$ cat config.mk
export PLATFORM = sky130hd
export DESIGN_NAME = paint_scanner_flat
export DESIGN_NICKNAME = d
export VERILOG_FILES = /design/src/rtl/paint_scanner_if.sv /design/src/rtl/paint_scanner.sv /design/src/flat_wrapper.sv
export SDC_FILE = /design/constraint.sdc
export NUM_CORES = 1
export LEC_CHECK = 0
export ABC_CLOCK_PERIOD_IN_PS = 4600
export CAP_MARGIN = 20
export CORE_UTILIZATION = 44
export CTS_CLUSTER_SIZE = 12
export DETAILED_ROUTE_END_ITERATION = 12
export HOLD_SLACK_MARGIN = 0.02
export PLACE_DENSITY = 0.85
export SETUP_SLACK_MARGIN = 0.1
export SKIP_LAST_GASP = 1
export SYNTH_ARGS = -nofsm -noshare
export SYNTH_HDL_FRONTEND = slang
export SYNTH_SLANG_ARGS = --single-unit
$ cat constraint.sdc
create_clock -name CLOCK_50 -period 4.6 [get_ports CLOCK_50]
set_clock_uncertainty 0.05 [all_clocks]
set_input_delay 0.69 -clock CLOCK_50 [delete_from_list [all_inputs] [get_ports CLOCK_50]]
set_output_delay 0.69 -clock CLOCK_50 [all_outputs]
set_load 0.01 [all_outputs]
$ cat src/rtl/paint_scanner_if.sv
// Paint-scanner bus: read port toward the shared paint RAM and pixel port toward the VGA adapter.
// The master side is the scanner; the slave side is the RAM/VGA environment.
interface paint_scanner_if;
    logic [14:0] ram_address;
    logic [2:0]  ram_q;
    logic        ram_busy;
    logic [7:0]  x;
    logic [6:0]  y;
    logic [2:0]  colour;
    logic        plot;

    modport master (
        output ram_address,
        output x,
        output y,
        output colour,
        output plot,
        input  ram_q,
        input  ram_busy
    );

    modport slave (
        input  ram_address,
        input  x,
        input  y,
        input  colour,
        input  plot,
        output ram_q,
        output ram_busy
    );
endinterface

$ cat src/rtl/paint_scanner.sv
// Raster-scans the paint RAM and replays every tile as a VGA pixel write, yielding to the writer.
// Optional SCAN_OVERLAY_EN: tiles under a player head are plotted white (3'b111).
module paint_scanner #(
    parameter int unsigned X_LAST = 159,
    parameter int unsigned Y_LAST = 119,
    parameter int unsigned RD_LAT = 2     // must be >= 2: RAM address register + output sample
) (
    input  logic                   CLOCK_50,
    input  logic                   resetn,
    input  logic                   enable,
    input  logic [14:0]            p1,
    input  logic [14:0]            p2,
    input  logic [14:0]            p3,
    input  logic [14:0]            p4,
    paint_scanner_if.master        bus,
    output logic                   frame_done
);

    localparam logic [7:0]  XLast  = 8'(X_LAST);
    localparam logic [6:0]  YLast  = 7'(Y_LAST);
    localparam int unsigned Depth  = RD_LAT - 1;
    localparam int unsigned DrainW = (RD_LAT > 2) ? $clog2(RD_LAT) : 1;
    localparam logic [DrainW-1:0] DrainLast = DrainW'(RD_LAT - 1);

    typedef enum logic [1:0] {
        StIdle,
        StScan,
        StDrain,
        StDone
    } state_e;

    typedef struct packed {
        logic       valid;
        logic [7:0] x;
        logic [6:0] y;
`ifdef SCAN_OVERLAY_EN
        logic       hit;
`endif
    } slot_t;

    state_e            r_state, w_state_next;
    logic [7:0]        r_cx, w_cx_next;
    logic [6:0]        r_cy, w_cy_next;
    logic [DrainW-1:0] r_drain, w_drain_next;
    logic              w_issue;
    logic              w_last_pix;
    slot_t             w_slot;
    slot_t             r_pipe [Depth];
    slot_t             w_tail;
    logic [7:0]        r_x;
    logic [6:0]        r_y;
    logic [2:0]        r_colour;
    logic              r_plot;

    // A read issued while the writer owns the RAM returns the writer's data, so it is void.
    assign w_issue    = (r_state == StScan) && !bus.ram_busy;
    assign w_last_pix = (r_cx == XLast) && (r_cy == YLast);

    always_comb begin
        w_state_next = r_state;
        w_cx_next    = r_cx;
        w_cy_next    = r_cy;
        w_drain_next = r_drain;
        unique case (r_state)
            StIdle: begin
                w_cx_next = '0;
                w_cy_next = '0;
                if (enable) begin
                    w_state_next = StScan;
                end
            end
            StScan: begin
                if (w_issue) begin
                    if (w_last_pix) begin
                        w_cx_next    = '0;
                        w_cy_next    = '0;
                        w_drain_next = '0;
                        w_state_next = StDrain;
                    end else if (r_cx == XLast) begin
                        w_cx_next = '0;
                        w_cy_next = r_cy + 7'd1;
                    end else begin
                        w_cx_next = r_cx + 8'd1;
                    end
                end
            end
            StDrain: begin
                if (r_drain == DrainLast) begin
                    w_drain_next = '0;
                    w_state_next = StDone;
                end else begin
                    w_drain_next = r_drain + 1'b1;
                end
            end
            StDone: begin
                w_state_next = StIdle;
            end
            default: begin
                w_state_next = StIdle;
            end
        endcase
    end

    always_ff @(posedge CLOCK_50 or negedge resetn) begin
        if (!resetn) begin
            r_state <= StIdle;
            r_cx    <= '0;
            r_cy    <= '0;
            r_drain <= '0;
        end else begin
            r_state <= w_state_next;
            r_cx    <= w_cx_next;
            r_cy    <= w_cy_next;
            r_drain <= w_drain_next;
        end
    end

    always_comb begin
        w_slot       = '0;
        w_slot.valid = w_issue;
        w_slot.x     = r_cx;
        w_slot.y     = r_cy;
`ifdef SCAN_OVERLAY_EN
        w_slot.hit   = ({r_cx, r_cy} == p1) || ({r_cx, r_cy} == p2) ||
                       ({r_cx, r_cy} == p3) || ({r_cx, r_cy} == p4);
`endif
    end

`ifndef SCAN_OVERLAY_EN
    logic w_unused_p;
    assign w_unused_p = ^{p1, p2, p3, p4};
`endif

    // Slot stages line up with the RAM latency; the output registers form the final stage.
    always_ff @(posedge CLOCK_50 or negedge resetn) begin
        if (!resetn) begin
            for (int i = 0; i < Depth; i++) begin
                r_pipe[i] <= '0;
            end
        end else begin
            r_pipe[0] <= w_slot;
            for (int i = 1; i < Depth; i++) begin
                r_pipe[i] <= r_pipe[i-1];
            end
        end
    end

    assign w_tail = r_pipe[Depth-1];

    always_ff @(posedge CLOCK_50 or negedge resetn) begin
        if (!resetn) begin
            r_x      <= '0;
            r_y      <= '0;
            r_colour <= '0;
            r_plot   <= 1'b0;
        end else begin
            r_plot <= w_tail.valid;
            if (w_tail.valid) begin
                r_x <= w_tail.x;
                r_y <= w_tail.y;
`ifdef SCAN_OVERLAY_EN
                r_colour <= w_tail.hit ? 3'b111 : bus.ram_q;
`else
                r_colour <= bus.ram_q;
`endif
            end
        end
    end

    assign bus.ram_address = {r_cx, r_cy};
    assign bus.x           = r_x;
    assign bus.y           = r_y;
    assign bus.colour      = r_colour;
    assign bus.plot        = r_plot;
    assign frame_done      = (r_state == StDone);

endmodule
$ cat src/flat_wrapper.sv
// flat-port wrapper written by rule: the top's interface ports become plain ports
module paint_scanner_flat 
#(
    parameter int unsigned X_LAST = 159,
    parameter int unsigned Y_LAST = 119,
    parameter int unsigned RD_LAT = 2                                                          
)
  (CLOCK_50, resetn, enable, p1, p2, p3, p4, frame_done, bus_ram_address, bus_x, bus_y, bus_colour, bus_plot, bus_ram_q, bus_ram_busy);
  paint_scanner_if bus_i ();
  input  logic CLOCK_50;
  input  logic resetn;
  input  logic enable;
  input  logic [14:0] p1;
  input  logic [14:0] p2;
  input  logic [14:0] p3;
  input  logic [14:0] p4;
  output logic frame_done;
  output wire logic [$bits(bus_i.ram_address)-1:0] bus_ram_address;
  output wire logic [$bits(bus_i.x)-1:0] bus_x;
  output wire logic [$bits(bus_i.y)-1:0] bus_y;
  output wire logic [$bits(bus_i.colour)-1:0] bus_colour;
  output wire logic [$bits(bus_i.plot)-1:0] bus_plot;
  input wire logic [$bits(bus_i.ram_q)-1:0] bus_ram_q;
  input wire logic [$bits(bus_i.ram_busy)-1:0] bus_ram_busy;
  assign bus_ram_address = bus_i.ram_address;
  assign bus_x = bus_i.x;
  assign bus_y = bus_i.y;
  assign bus_colour = bus_i.colour;
  assign bus_plot = bus_i.plot;
  assign bus_i.ram_q = bus_ram_q;
  assign bus_i.ram_busy = bus_ram_busy;
  paint_scanner #(.X_LAST(X_LAST), .Y_LAST(Y_LAST), .RD_LAT(RD_LAT)) u_core (.CLOCK_50(CLOCK_50), .resetn(resetn), .enable(enable), .p1(p1), .p2(p2), .p3(p3), .p4(p4), .bus(bus_i), .frame_done(frame_done));
endmodule
# Yosys cells after proc, flatten, opt, wreduce, memory -nomap -nowiden
# Index checks and enable logic that the tools add are counted.
[classes]
n_addsub = 3
mul = 0
n_div = 0
n_lt_le_gt_ge = 0
eq_ne = 10
shifts = 0
mux = 17
n_bitwise = 0
reduce_logical = 10
[ops]
columns = ["cell", "n"]
rows = [
  ["$mux 8", 3],
  ["$mux 7", 3],
  ["$pmux 8 s2", 1],
  ["$pmux 7 s2", 1],
  ["$add 8x1->8 const B", 1],
  ["$eq 8x8->1 const B", 1],
  ["$mux 2", 4],
  ["$pmux 2 s4", 1],
  ["$add 7x1->7 const B", 1],
  ["$eq 7x7->1 const B", 1],
  ["$ne 2x1->1 const B", 3],
  ["$reduce_and 3->1", 2],
  ["$eq 2x2->1 const B", 2],
  ["$reduce_and 4->1", 1],
  ["$reduce_bool 2->1", 2],
  ["$mux 1", 3],
  ["$ne 3x2->1 const B", 1],
  ["$eq 2x1->1 const B", 1],
  ["$logic_and 1x1->1", 2],
  ["$logic_not 2->1", 1],
  ["$ne 2x2->1 const B", 1],
  ["$pmux 1 s2", 1],
  ["$reduce_and 2->1", 1],
  ["$add 1x1->1 const B", 1],
  ["$logic_not 1->1", 1],
]
[totals]
reg_bits = 53
latch_bits = 0
mem_bits_rw = 0
romBits = 0
input_bits = 67
out_inout_bits = 35
elab_cells = 51
mem_count = 0

# Depth between registers and ports, before layout
# Gate-level depths: netlist of the first run.
[depth]
ltp_word = 5
ltp_mapped = 8
mapped_depth_nobuf = 7

# Worst setup path after synthesis of the first run
# Ideal clock, no wire load.
[synth_timing]
path_kind = "input-to-reg"
from = "input bus_ram_busy"
to = "register u_core.r_state[1]"
arrival_time_ps = 1743
required_time_ps = 4422
slack_ps = 2680
path_stages = 4
n_path_buf = 0
cell_sequence = "nor4b_2 > nand4_1 > a211oi_2 > mux2_1"
[synth_between]
elab_chain_len = 4
[synth_lines]
columns = ["element", "line_no", "source"]
rows = [
  ["from (decl)", "flat_wrapper.sv:24", "input wire logic [$bits(bus_i.ram_busy)-1:0] bus_ram_busy;"],
  ["$logic_not 1->1", "paint_scanner.sv:56", "assign w_issue = (r_state == StScan) && !bus.ram_busy;"],
  ["$logic_and 1x1->1", "paint_scanner.sv:56", ""],
  ["$ne 2x1->1 (no line)", "n/a", ""],
  ["$reduce_and 4->1 (no line)", "n/a", ""],
  ["to (signal assigned)", "paint_scanner.sv:106", "r_state <= StIdle;"],
  ["to (signal assigned)", "paint_scanner.sv:111", "r_state <= w_state_next;"],
  ["to (decl)", "paint_scanner.sv:41", "state_e r_state, w_state_next;"],
]
# Every way passes these cells.
# A chain may end at the register's enable or synchronous reset.

# Final worst setup path of the first run
[layout_timing]
from = "register u_core.r_state[1]"
to = "register u_core.r_cy[0]"
[layout_between]
elab_chain_len = 4
[layout_lines]
columns = ["element", "line_no", "source"]
rows = [
  ["$eq 2x1->1", "paint_scanner.sv:56", ""],
  ["$logic_and 1x1->1", "paint_scanner.sv:56", ""],
  ["named net u_core.w_issue", "paint_scanner.sv:45", "logic w_issue;"],
  ["$ne 2x1->1 (no line)", "n/a", ""],
  ["$reduce_and 3->1 (no line)", "n/a", ""],
  ["to (signal assigned)", "paint_scanner.sv:113", "r_cy <= w_cy_next;"],
  ["to (decl)", "paint_scanner.sv:43", "logic [6:0] r_cy, w_cy_next;"],
]
# The timed path passes the listed nets, and every way through them passes these cells.

==> results.ini, run 1 <==
[worst_hold_path]
min_from = u_core.r_cy[1]
hold_class = reg -> reg
hold_end = u_core.r_pipe[1]
min_path_cells = 0

[clock_tree]
clock_path_buffers = 2
clkLatencyLatePin_ns = 0.30
cts_setup_buffers = 0
cts_tree = built
clkSlewWorstSetupHoldPaths_ns = 0.09
htreeDepth = 2
root_buffer = clkbuf_8
ctsHoldBuffers = 0
cts.sinks = 53
numCtsBuffers = 5
cts_resized = 0

[logic_synthesis]
synth_warnings = 0
synth_area_leader_cell = dfrtp_1
syn_area_mm2 = 0.00220
avgSynthCellArea_um2 = 13.0
yosys.area.top_type_share = 0.603
synthArstFlopShare = 1.00
synth_top_flop_cell = dfrtp_1
synth_edf_count = 0
yosys-top-cells-area = dfrtp_1 (60%), mux2_2 (9.2%), ha_1 (4.0%)
seq_area_frac_synth = 0.603
synth_cell_types = 43
synth.ff_latch_count = 53
synth_nets = 243
postSynthCellCount = 169

[drt]
drt-initial-drc-count = 85
via_per_inst = 5.26
dr.pass1.iters = 4
final_antenna_net_count = 0
wirelength_mm = 3.85
routed-via-count = 1467
drc = 0
wl_per_cell_um = 13.8

[pwr]
vdd_ir_drop_max_uv = 287
p_int_mw = 1.04
power_leakage_nw = 1.20
p_seq_frac = 0.460
p_clk_frac = 0.167
combPwrFrac = 0.373
power.density_mw_per_mm2 = 561
power.switching_uw = 504
switching_share = 0.327

[placement]
port-buffer-count = 41
hpwl_mm = 2.67
routabilityCongestion = 0.876
placed_area_mm2 = 0.00266

[finish]
fin_area_mm2 = 0.00275
final_nets = 286
antenna_cells = 0
fill_cells = 403
layout_commonest_cell = dfrtp_1
mostFrequentLayoutCells = dfrtp_1 (53), clkdlybuf4s50_1 (40), mux2_2 (18)
layout-drive-gt1-share = 0.165
area_delta_synth_final_pct = 24.9

[setup_path]
r2r_start = u_core.r_state[1]
reg2reg_to = u_core.r_cy[0]
path_class = reg -> reg
cp_max_fo = 15
critPathLaunchType = flip-flop
arrival_ns = 2.61
cp.required_ns = 4.72
critPathCaptureType = flip-flop
rrSetupSlack_ns = 2.11
r2r_cells = 7

[floorplan]
initial_core_util = 0.463
die_h_um = 72.7
die_area_mm2 = 0.00529
io_pins = 102
die_w_um = 72.7
core_mm2 = 0.00475
rows = 25

[grt]
grt_pass1_vias = 1378
grt_pass1_wl_mm = 6.49
grt_overflow_total = 0
antenna_found_initial = 0
grt_usage = 0.162
grt_max_degree = 54

[sta]
rsz0062_at_grt = false
worstMarginPinSlew_ns = 0.771
finalCriticalPeriod_ns = 2.49
fin_tns_setup_ns = 0
fmax_mhz = 401
fin_crit_sh = 0.542
drv_slew = 0
hold_viol = 0
setup_viol = 0
whs_ns = 0.413
relSlewSlack = 0.486

[run_status]
status = completed

[flow_run]
drv_cap = 0

==> through the flow <==
stage / std cells / power [mW] / setup WS, ns / util
final: 279 / 1.54 / 2.11 / 0.578
after global placement: 272 / 1.28 / 1.99 / 0.559
after global routing: 279 / 1.65 / 1.96 / 0.578
after detailed placement: 272 / 1.30 / 1.94 / 0.559
after floorplan: 169 / 1.03 / 2.68 / -
after CTS: 279 / 1.56 / 2.15 / 0.578
==> worst max path at each step <==
stage,start,end,slack (ns),cells past startpoint
floorplan,bus_ram_busy,u_core.r_state[1],2.68,4
global placement,bus_ram_busy,u_core.r_cy[4],1.99,6
detailed placement,bus_ram_busy,u_core.r_cy[5],1.94,6
CTS,u_core.r_state[1],u_core.r_cy[0],2.15,7
global route,u_core.r_state[1],u_core.r_cy[5],1.96,7
finish,u_core.r_state[1],u_core.r_cy[0],2.11,7
==> layout make-up <==
class | count | area (µm²) | area share
Sequential cell | 53 | 1330 | 0.483
Tap cell | 67 | 83.8 | 0.0305
Clock inverter | 1 | 7.51 | 0.00273
Clock buffer | 6 | 82.6 | 0.0301
Multi-Input combinational cell | 101 | 800 | 0.291
Timing Repair Buffer | 42 | 413 | 0.150
Inverter | 9 | 33.8 | 0.0123
==> cell families after synthesis <==
group	Yosys count	synth area share
flops	53	0.603
simple gates	42	0.115
compound gates	28	0.0904
mux	20	0.102
buf+inv	15	0.0336
fa+ha+maj	7	0.0398
xor+xnor	4	0.0159
==> routing by layer <==
metal | up-vias | GRT usage | part of all wire
li1 | 693 | - | -
met3 | 4 | 0.0525 | 0.048
met4 | 0 | 0.0545 | 0.0088
met2 | 40 | 0.266 | 0.49
met5 | - | 0 | 0
met1 | 730 | 0.204 | 0.45
==> cell usage after synthesis, drive strengths merged (2+ instances only) <==
library cell and instances:
nand2 7, o21ai 4, ha 7, o211ai 3
buf 4, dfrtp 53, a31oi 5, clkbuf 2
inv 9, nand2b 2, nor2 7, nor2b 2
a21boi 2, and3 2, a21oi 6, xnor2 3
mux2 20, nand3 6, or4 2, nand4 6
==> flip-flops by register name (all words and copies together) (netlist names) <==
name and cells:
u_core.r_cx 8, u_core.bus.plot 1, u_core.bus.y 7, u_core.bus.x 8, u_core.r_pipe 16, u_core.r_state 2, u_core.r_cy 7, u_core.bus.colour 3
u_core.r_drain 1
==> power groups by stage <==
stage | Clock, mW | Combinational, mW | Sequential (mW)
5_1_grt | 0.292 | 0.630 | 0.731
6_report | 0.257 | 0.574 | 0.709
3_3_place_gp | 0 | 0.563 | 0.714
2_1_floorplan | 0 | 0.295 | 0.730
3_5_place_dp | 0 | 0.578 | 0.724
4_1_cts | 0.265 | 0.581 | 0.713
==> worst max-delay path: stages (launching register included) <==
cell	delay [ns]
dfrtp_1	0.42
inv_1	0.11
ha_1	0.50
nand2b_1	0.38
inv_2	0.24
a21oi_1	0.13
a21oi_2	0.39
a21oi_1	0.14
Note: power is estimated with default switching activity, not from simulation.
==> run 2, diff against run 1 <==
--- a/config.mk
+++ b/config.mk
@@ -5,13 +5,13 @@
 export SDC_FILE = /design/constraint.sdc
 export NUM_CORES = 1
 export LEC_CHECK = 0
-export ABC_CLOCK_PERIOD_IN_PS = 4600
+export ABC_CLOCK_PERIOD_IN_PS = 2200
 export CAP_MARGIN = 20
-export CORE_UTILIZATION = 44
+export CORE_UTILIZATION = 37
 export CTS_CLUSTER_SIZE = 12
 export DETAILED_ROUTE_END_ITERATION = 12
 export HOLD_SLACK_MARGIN = 0.02
-export PLACE_DENSITY = 0.85
+export PLACE_DENSITY = 0.76
 export SETUP_SLACK_MARGIN = 0.1
 export SKIP_LAST_GASP = 1
 export SYNTH_ARGS = -nofsm -noshare
==> constraint.sdc (replaced) <==
create_clock -name CLOCK_50 -period 2.2 [get_ports CLOCK_50]
set_clock_uncertainty 0.05 [all_clocks]
set_input_delay 0.33 -clock CLOCK_50 [delete_from_list [all_inputs] [get_ports CLOCK_50]]
set_output_delay 0.33 -clock CLOCK_50 [all_outputs]
set_load 0.01 [all_outputs]
==> results.ini, run 2 (synthesis results as in run 1) <==
[pwr]
power_leakage_nw = 1.24  ; +3.5%
power.switching_mw = 1.06  ; +110%
p_clk_frac = 0.167  ; about the same
power.density_mw_per_mm2 = 1170  ; +110%
vdd_ir_drop_max_uv = 606  ; +110%
switching_share = 0.324  ; -0.00341
p_int_mw = 2.22  ; +110%
p_seq_frac = 0.445  ; -0.015
combPwrFrac = 0.387  ; +0.014

[setup_path]
rrSetupSlack_ns = 0.24  ; -1.87 ns
cp.buffers_inverters = 0  ; -2
cp_max_fo = 6  ; -9
crit_family = flip-flops
r2r_start = u_core.r_cx[1]
arrival_ns = 2.09  ; -0.52 ns
crit_cells = 5  ; -2
slowest_stage = dfrtp_1
slowest_delay_ns = 0.46  ; -0.04 ns
cp_cell_sequence = ha_1 -> and4_4 -> nand4_1 -> a211oi_2 -> mux2_1
reg2reg_to = u_core.r_state[1]
cp.required_ns = 2.33  ; -2.39 ns
critPathCaptureType = flip-flop
r2r_cells = 5  ; -2
path_class = reg -> reg
critPathLaunchType = flip-flop

[sta]
fin_tns_setup_ns = 0  ; unchanged
setup_viol = 0  ; unchanged
rsz0062_at_grt = false
whs_ns = 0.0925  ; -0.320 ns
fin_crit_sh = 0.891  ; +0.349
worstMarginPinSlew_ns = 0.649  ; -0.122 ns
drv_slew = 0  ; unchanged
finalCriticalPeriod_ns = 1.96  ; -0.534 ns
fmax_mhz = 510  ; +27%
hold_viol = 0  ; unchanged
relSlewSlack = 0.567  ; +0.0814

[floorplan]
die_w_um = 79.1  ; +8.8%
rows = 27  ; +8.0%
initial_core_util = 0.392  ; -0.0704
io_pins = 102  ; unchanged
core_mm2 = 0.00561  ; +18%
die_area_mm2 = 0.00626  ; +18%
die_h_um = 79.1  ; +8.8%

[finish]
largest-register = u_core.r_pipe
layout-drive-gt1-share = 0.200  ; +0.0349
area_delta_synth_final_pct = 27.9
final_nets = 293  ; +2.4%
largest_register_ffs = 16  ; unchanged
layout_commonest_cell = dfrtp_1
antenna_cells = 0  ; unchanged
mostFrequentLayoutCells = dfrtp_1 (52), clkdlybuf4s50_1 (40), mux2_2 (18)

[grt]
grt_usage = 0.140  ; -0.0227
grt_overflow_total = 0  ; unchanged
grt_pass1_wl_mm = 6.90  ; +6.4%
antenna_found_initial = 0  ; unchanged
grt_max_degree = 54  ; unchanged
grt_pass1_vias = 1526  ; +11%

[drt]
drc = 0  ; unchanged
routed-via-count = 1488  ; +1.4%
wirelength_mm = 3.91  ; +1.7%
drt-initial-drc-count = 105  ; +24%
wl_per_cell_um = 13.4  ; -2.8%
final_antenna_net_count = 0  ; unchanged
via_per_inst = 5.10  ; -3.1%
dr.pass1.iters = 4  ; unchanged

[placement]
hpwl_mm = 2.80  ; +4.7%
routabilityCongestion = 0.838  ; -4.3%
port-buffer-count = 41  ; unchanged

[clock_tree]
cts_setup_buffers = 0  ; unchanged
cts_tree = built
root_buffer = clkbuf_8
clkSlewWorstSetupHoldPaths_ns = 0.09  ; about the same
numCtsBuffers = 5  ; unchanged
ctsHoldBuffers = 0  ; unchanged
clkLatencyLatePin_ns = 0.29  ; about the same
clock_path_buffers = 2  ; unchanged
cts.sinks = 53  ; unchanged
htreeDepth = 2  ; unchanged

[run_status]
status = completed

[worst_hold_path]
hold_class = in -> async

[flow_run]
drv_cap = 0  ; unchanged

==> run 2: changes by cell type in the layout (fill, tap and decap cells not counted), sizes merged <==
cell | previous run | this run
clkinv | 0 | 2
clkinvlp | 1 | 0
buf | 2 | 9
==> run 2: worst max path at each step <==
stage	to	startpoint
3_3_place_gp	u_core.r_state[1]	bus_ram_busy
6_report	u_core.r_state[1]	u_core.r_cx[1]
2_1_floorplan	u_core.r_state[1]	u_core.r_cx[0]
4_1_cts	u_core.r_state[1]	u_core.r_cx[1]
5_1_grt	u_core.r_state[1]	u_core.r_cx[1]
3_5_place_dp	u_core.r_state[1]	bus_ram_busy
==> run 2: final cells by class <==
| type | count | area, µm² |
|---|---|---|
| tap | 72 | 90.1 |
| clock buffer | 6 | 82.6 |
| multi-input combinational | 101 | 800 |
| fill | 525 | 2800 |
| sequential | 53 | 1330 |
| timing repair buffer | 49 | 465 |
| clock inverter | 2 | 13.8 |
| inverter | 9 | 33.8 |
==> run 2: power groups by stage <==
| stage | clock network [mW] | registers [mW] | logic [mW] |
|---|---|---|---|
| after floorplan | 0 | 1.53 | 0.617 |
| after global placement | 0 | 1.47 | 1.27 |
| after detailed placement | 0 | 1.49 | 1.29 |
| after CTS | 0.578 | 1.47 | 1.29 |
| after global routing | 0.611 | 1.51 | 1.41 |
| final | 0.551 | 1.46 | 1.27 |
==> run 2: layer usage <==
layer | share of wire | wire, µm | GRT usage
met1 | 0.46 | 1810 | 0.192
met3 | 0.051 | 201 | 0.0356
met2 | 0.48 | 1890 | 0.218
met4 | 0.0041 | 16 | 0.0400
met5 | 0 | 0 | 0
==> run 2: timing repair <==
action	4_1_cts	5_1_grt
setup endpoints to repair	0	1
endpoints found under the hold margin	0	0
gates resized for setup	0	1
==> run 2: worst register-to-register path, cell delays in order, from the launching register on <==
cell,delay (ns)
dfrtp_1,0.46
ha_1,0.23
and4_4,0.28
nand4_1,0.17
a211oi_2,0.31
mux2_1,0.35
==> run 2: metrics by stage <==
stage                     worst slack, ns  area [µm²]  utilization  cells  power (mW)
final                               0.241        2810        0.502    292        3.29
after global routing                0.111        2810        0.502    292        3.54
after CTS                           0.219        2810        0.501    292        3.34
after detailed placement           0.0531        2720        0.484    284        2.77
after global placement             0.0478        2720        0.484    284        2.74
after floorplan                     0.327        2200            -    169        2.14
==> run 3, diff against run 2 <==
--- a/config.mk
+++ b/config.mk
@@ -5,8 +5,8 @@
 export SDC_FILE = /design/constraint.sdc
 export NUM_CORES = 1
 export LEC_CHECK = 0
-export ABC_CLOCK_PERIOD_IN_PS = 2200
-export CAP_MARGIN = 20
+export ABC_CLOCK_PERIOD_IN_PS = 1780
+export CAP_MARGIN = 0
 export CORE_UTILIZATION = 37
 export CTS_CLUSTER_SIZE = 12
 export DETAILED_ROUTE_END_ITERATION = 12
==> constraint.sdc (replaced) <==
create_clock -name CLOCK_50 -period 1.78 [get_ports CLOCK_50]
set_clock_uncertainty 0.05 [all_clocks]
set_input_delay 0.267 -clock CLOCK_50 [delete_from_list [all_inputs] [get_ports CLOCK_50]]
set_output_delay 0.267 -clock CLOCK_50 [all_outputs]
set_load 0.01 [all_outputs]
==> results.ini, run 3 (synthesis results as in run 1) <==
[finish]
stdcell_count = 317  ; +8.6%
final_nets = 319  ; +8.9%
fin_util = 0.552  ; +0.0502
multi_input_area_um2 = 880  ; +10%
area_delta_synth_final_pct = 40.7
largest-register = u_core.r_pipe
layout-drive-gt1-share = 0.339  ; +0.139
layout_commonest_cell = dfrtp_1
mostFrequentLayoutCells = dfrtp_1 (49), buf_4 (33), clkdlybuf4s50_1 (27)
largest_register_ffs = 16  ; unchanged
fill_cells = 482  ; -8.2%
fin_area_mm2 = 0.00309  ; +10%
antenna_cells = 0  ; unchanged
regArea_mm2 = 0.00133  ; +0.28%

[grt]
antenna_found_initial = 0  ; unchanged
grt_pass1_wl_mm = 7.85  ; +14%
grt_pass1_vias = 1614  ; +5.8%
grt_usage = 0.166  ; +0.0264
grt_overflow_total = 0  ; unchanged
grt_max_degree = 23  ; -57%

[drt]
final_antenna_net_count = 0  ; unchanged
drt-initial-drc-count = 83  ; -21%
routed-via-count = 1616  ; +8.6%
drc = 0  ; unchanged
dr.pass1.iters = 4  ; unchanged
wl_per_cell_um = 15.3  ; +14%
wirelength_mm = 4.84  ; +24%
via_per_inst = 5.10  ; about the same

[floorplan]
die_h_um = 79.1  ; unchanged
die_area_mm2 = 0.00626  ; unchanged
core_mm2 = 0.00561  ; unchanged
die_w_um = 79.1  ; unchanged
initial_core_util = 0.392  ; unchanged
rows = 27  ; unchanged
io_pins = 102  ; unchanged

[run_status]
status = completed

[setup_path]
cp_cell_sequence = ha_4 -> and4_4 -> nand4_1 -> buf_4 -> a21boi_2 -> mux2_4
slowest_delay_ns = 0.40  ; -0.06 ns
critPathLaunchType = flip-flop
critPathCaptureType = flip-flop
cp.buffers_inverters = 1  ; +1
rrSetupSlack_ns = 0.02  ; -0.22 ns
path_class = reg -> reg
arrival_ns = 1.90  ; -0.19 ns
r2r_cells = 6  ; +1
crit_cells = 6  ; +1
slowest_stage = dfrtp_2
reg2reg_to = u_core.r_drain
r2r_start = u_core.r_cx[1]
crit_family = simple AND/OR/NAND/NOR gates
cp.required_ns = 1.92  ; -0.41 ns
cp_max_fo = 4  ; -2

[sta]
worstMarginPinSlew_ns = 0.479  ; -0.170 ns
fmax_mhz = 569  ; +11%
fin_crit_sh = 0.988  ; +0.0972
setup_viol = 0  ; unchanged
worst_slack_ns = 0.0216  ; -0.219 ns
whs_ns = 0.394  ; +0.302 ns
hold_viol = 0  ; unchanged
finalCriticalPeriod_ns = 1.76  ; -0.201 ns
rsz0062_at_grt = true
relSlewSlack = 0.681  ; +0.114
drv_slew = 0  ; unchanged
fin_tns_setup_ns = 0  ; unchanged

[pwr]
power_leakage_nw = 1.50  ; +20%
power.density_mw_per_mm2 = 1450  ; +24%
p_total_mw = 4.50  ; +37%
vdd_ir_drop_max_uv = 802  ; +32%

[clock_tree]
clkLatencyLatePin_ns = 0.30  ; about the same
clkSlewWorstSetupHoldPaths_ns = 0.09  ; about the same
root_buffer = clkbuf_8
htreeDepth = 2  ; unchanged
clock_path_buffers = 2  ; unchanged
cts_tree = built
numCtsBuffers = 5  ; unchanged
cts.sinks = 53  ; unchanged

[placement]
hpwl_mm = 3.40  ; +21%
place_ws_ns = -0.280  ; -0.334 ns
port-buffer-count = 41  ; unchanged
placed_area_mm2 = 0.00288  ; +6.1%
routabilityCongestion = 0.812  ; -3.1%
dp_cells = 304  ; +7.0%

[worst_hold_path]
hold_class = in -> async

[flow_run]
drv_cap = 0  ; unchanged

run 3: final cells by class:
type | count | area share
clock inverters | 1 | 0.00243
well taps | 72 | 0.0291
inverters | 9 | 0.0109
multi-input cells | 101 | 0.284
flip-flops and latches | 53 | 0.430
clock buffers | 6 | 0.0267
repair buffers | 75 | 0.216
run 3: worst max-delay path by stage:
stage / start / to / slack, ns
global placement: bus_ram_busy / u_core.r_state[1] / -0.31
CTS: u_core.r_cx[0] / u_core.r_state[1] / 0.004
finish: u_core.r_cx[1] / u_core.r_drain / 0.02
floorplan: u_core.r_cx[0] / u_core.r_state[1] / 0.03
detailed placement: bus_ram_busy / u_core.r_state[1] / -0.28
global route: u_core.r_cx[1] / u_core.r_state[1] / -0.04
run 3: per-layer routing:
| metal | global-route usage | up-vias | wire [µm] |
|---|---|---|---|
| met2 | 0.271 | 37 | 2430 |
| met5 | 0 | - | 0 |
| met1 | 0.217 | 804 | 2150 |
| met4 | 0.0491 | 0 | 62 |
| met3 | 0.0437 | 9 | 196 |
| li1 | - | 766 | - |
run 3: where the power goes:
group          leakage (nW)  switching [mW]  total [mW]  internal, mW
Sequential            0.699           0.194        1.75          1.56
Combinational         0.756           0.927        2.06          1.14
Clock                0.0433           0.374       0.682         0.308
Total                  1.50            1.49        4.50          3.00
run 3: timing repair:
item	4_1_cts	5_1_grt
pin swaps	5	4
hold buffers	1	0
setup buffers	3	2
endpoints found under the hold margin	20	0
gates resized for setup	13	17
setup endpoints to repair	19	18
run 3: worst register-to-register path: stages (launching register included):
cell and delay, ns:
dfrtp_2 0.40, ha_4 0.14, and4_4 0.24, nand4_1 0.18
buf_4 0.20, a21boi_2 0.14, mux2_4 0.30
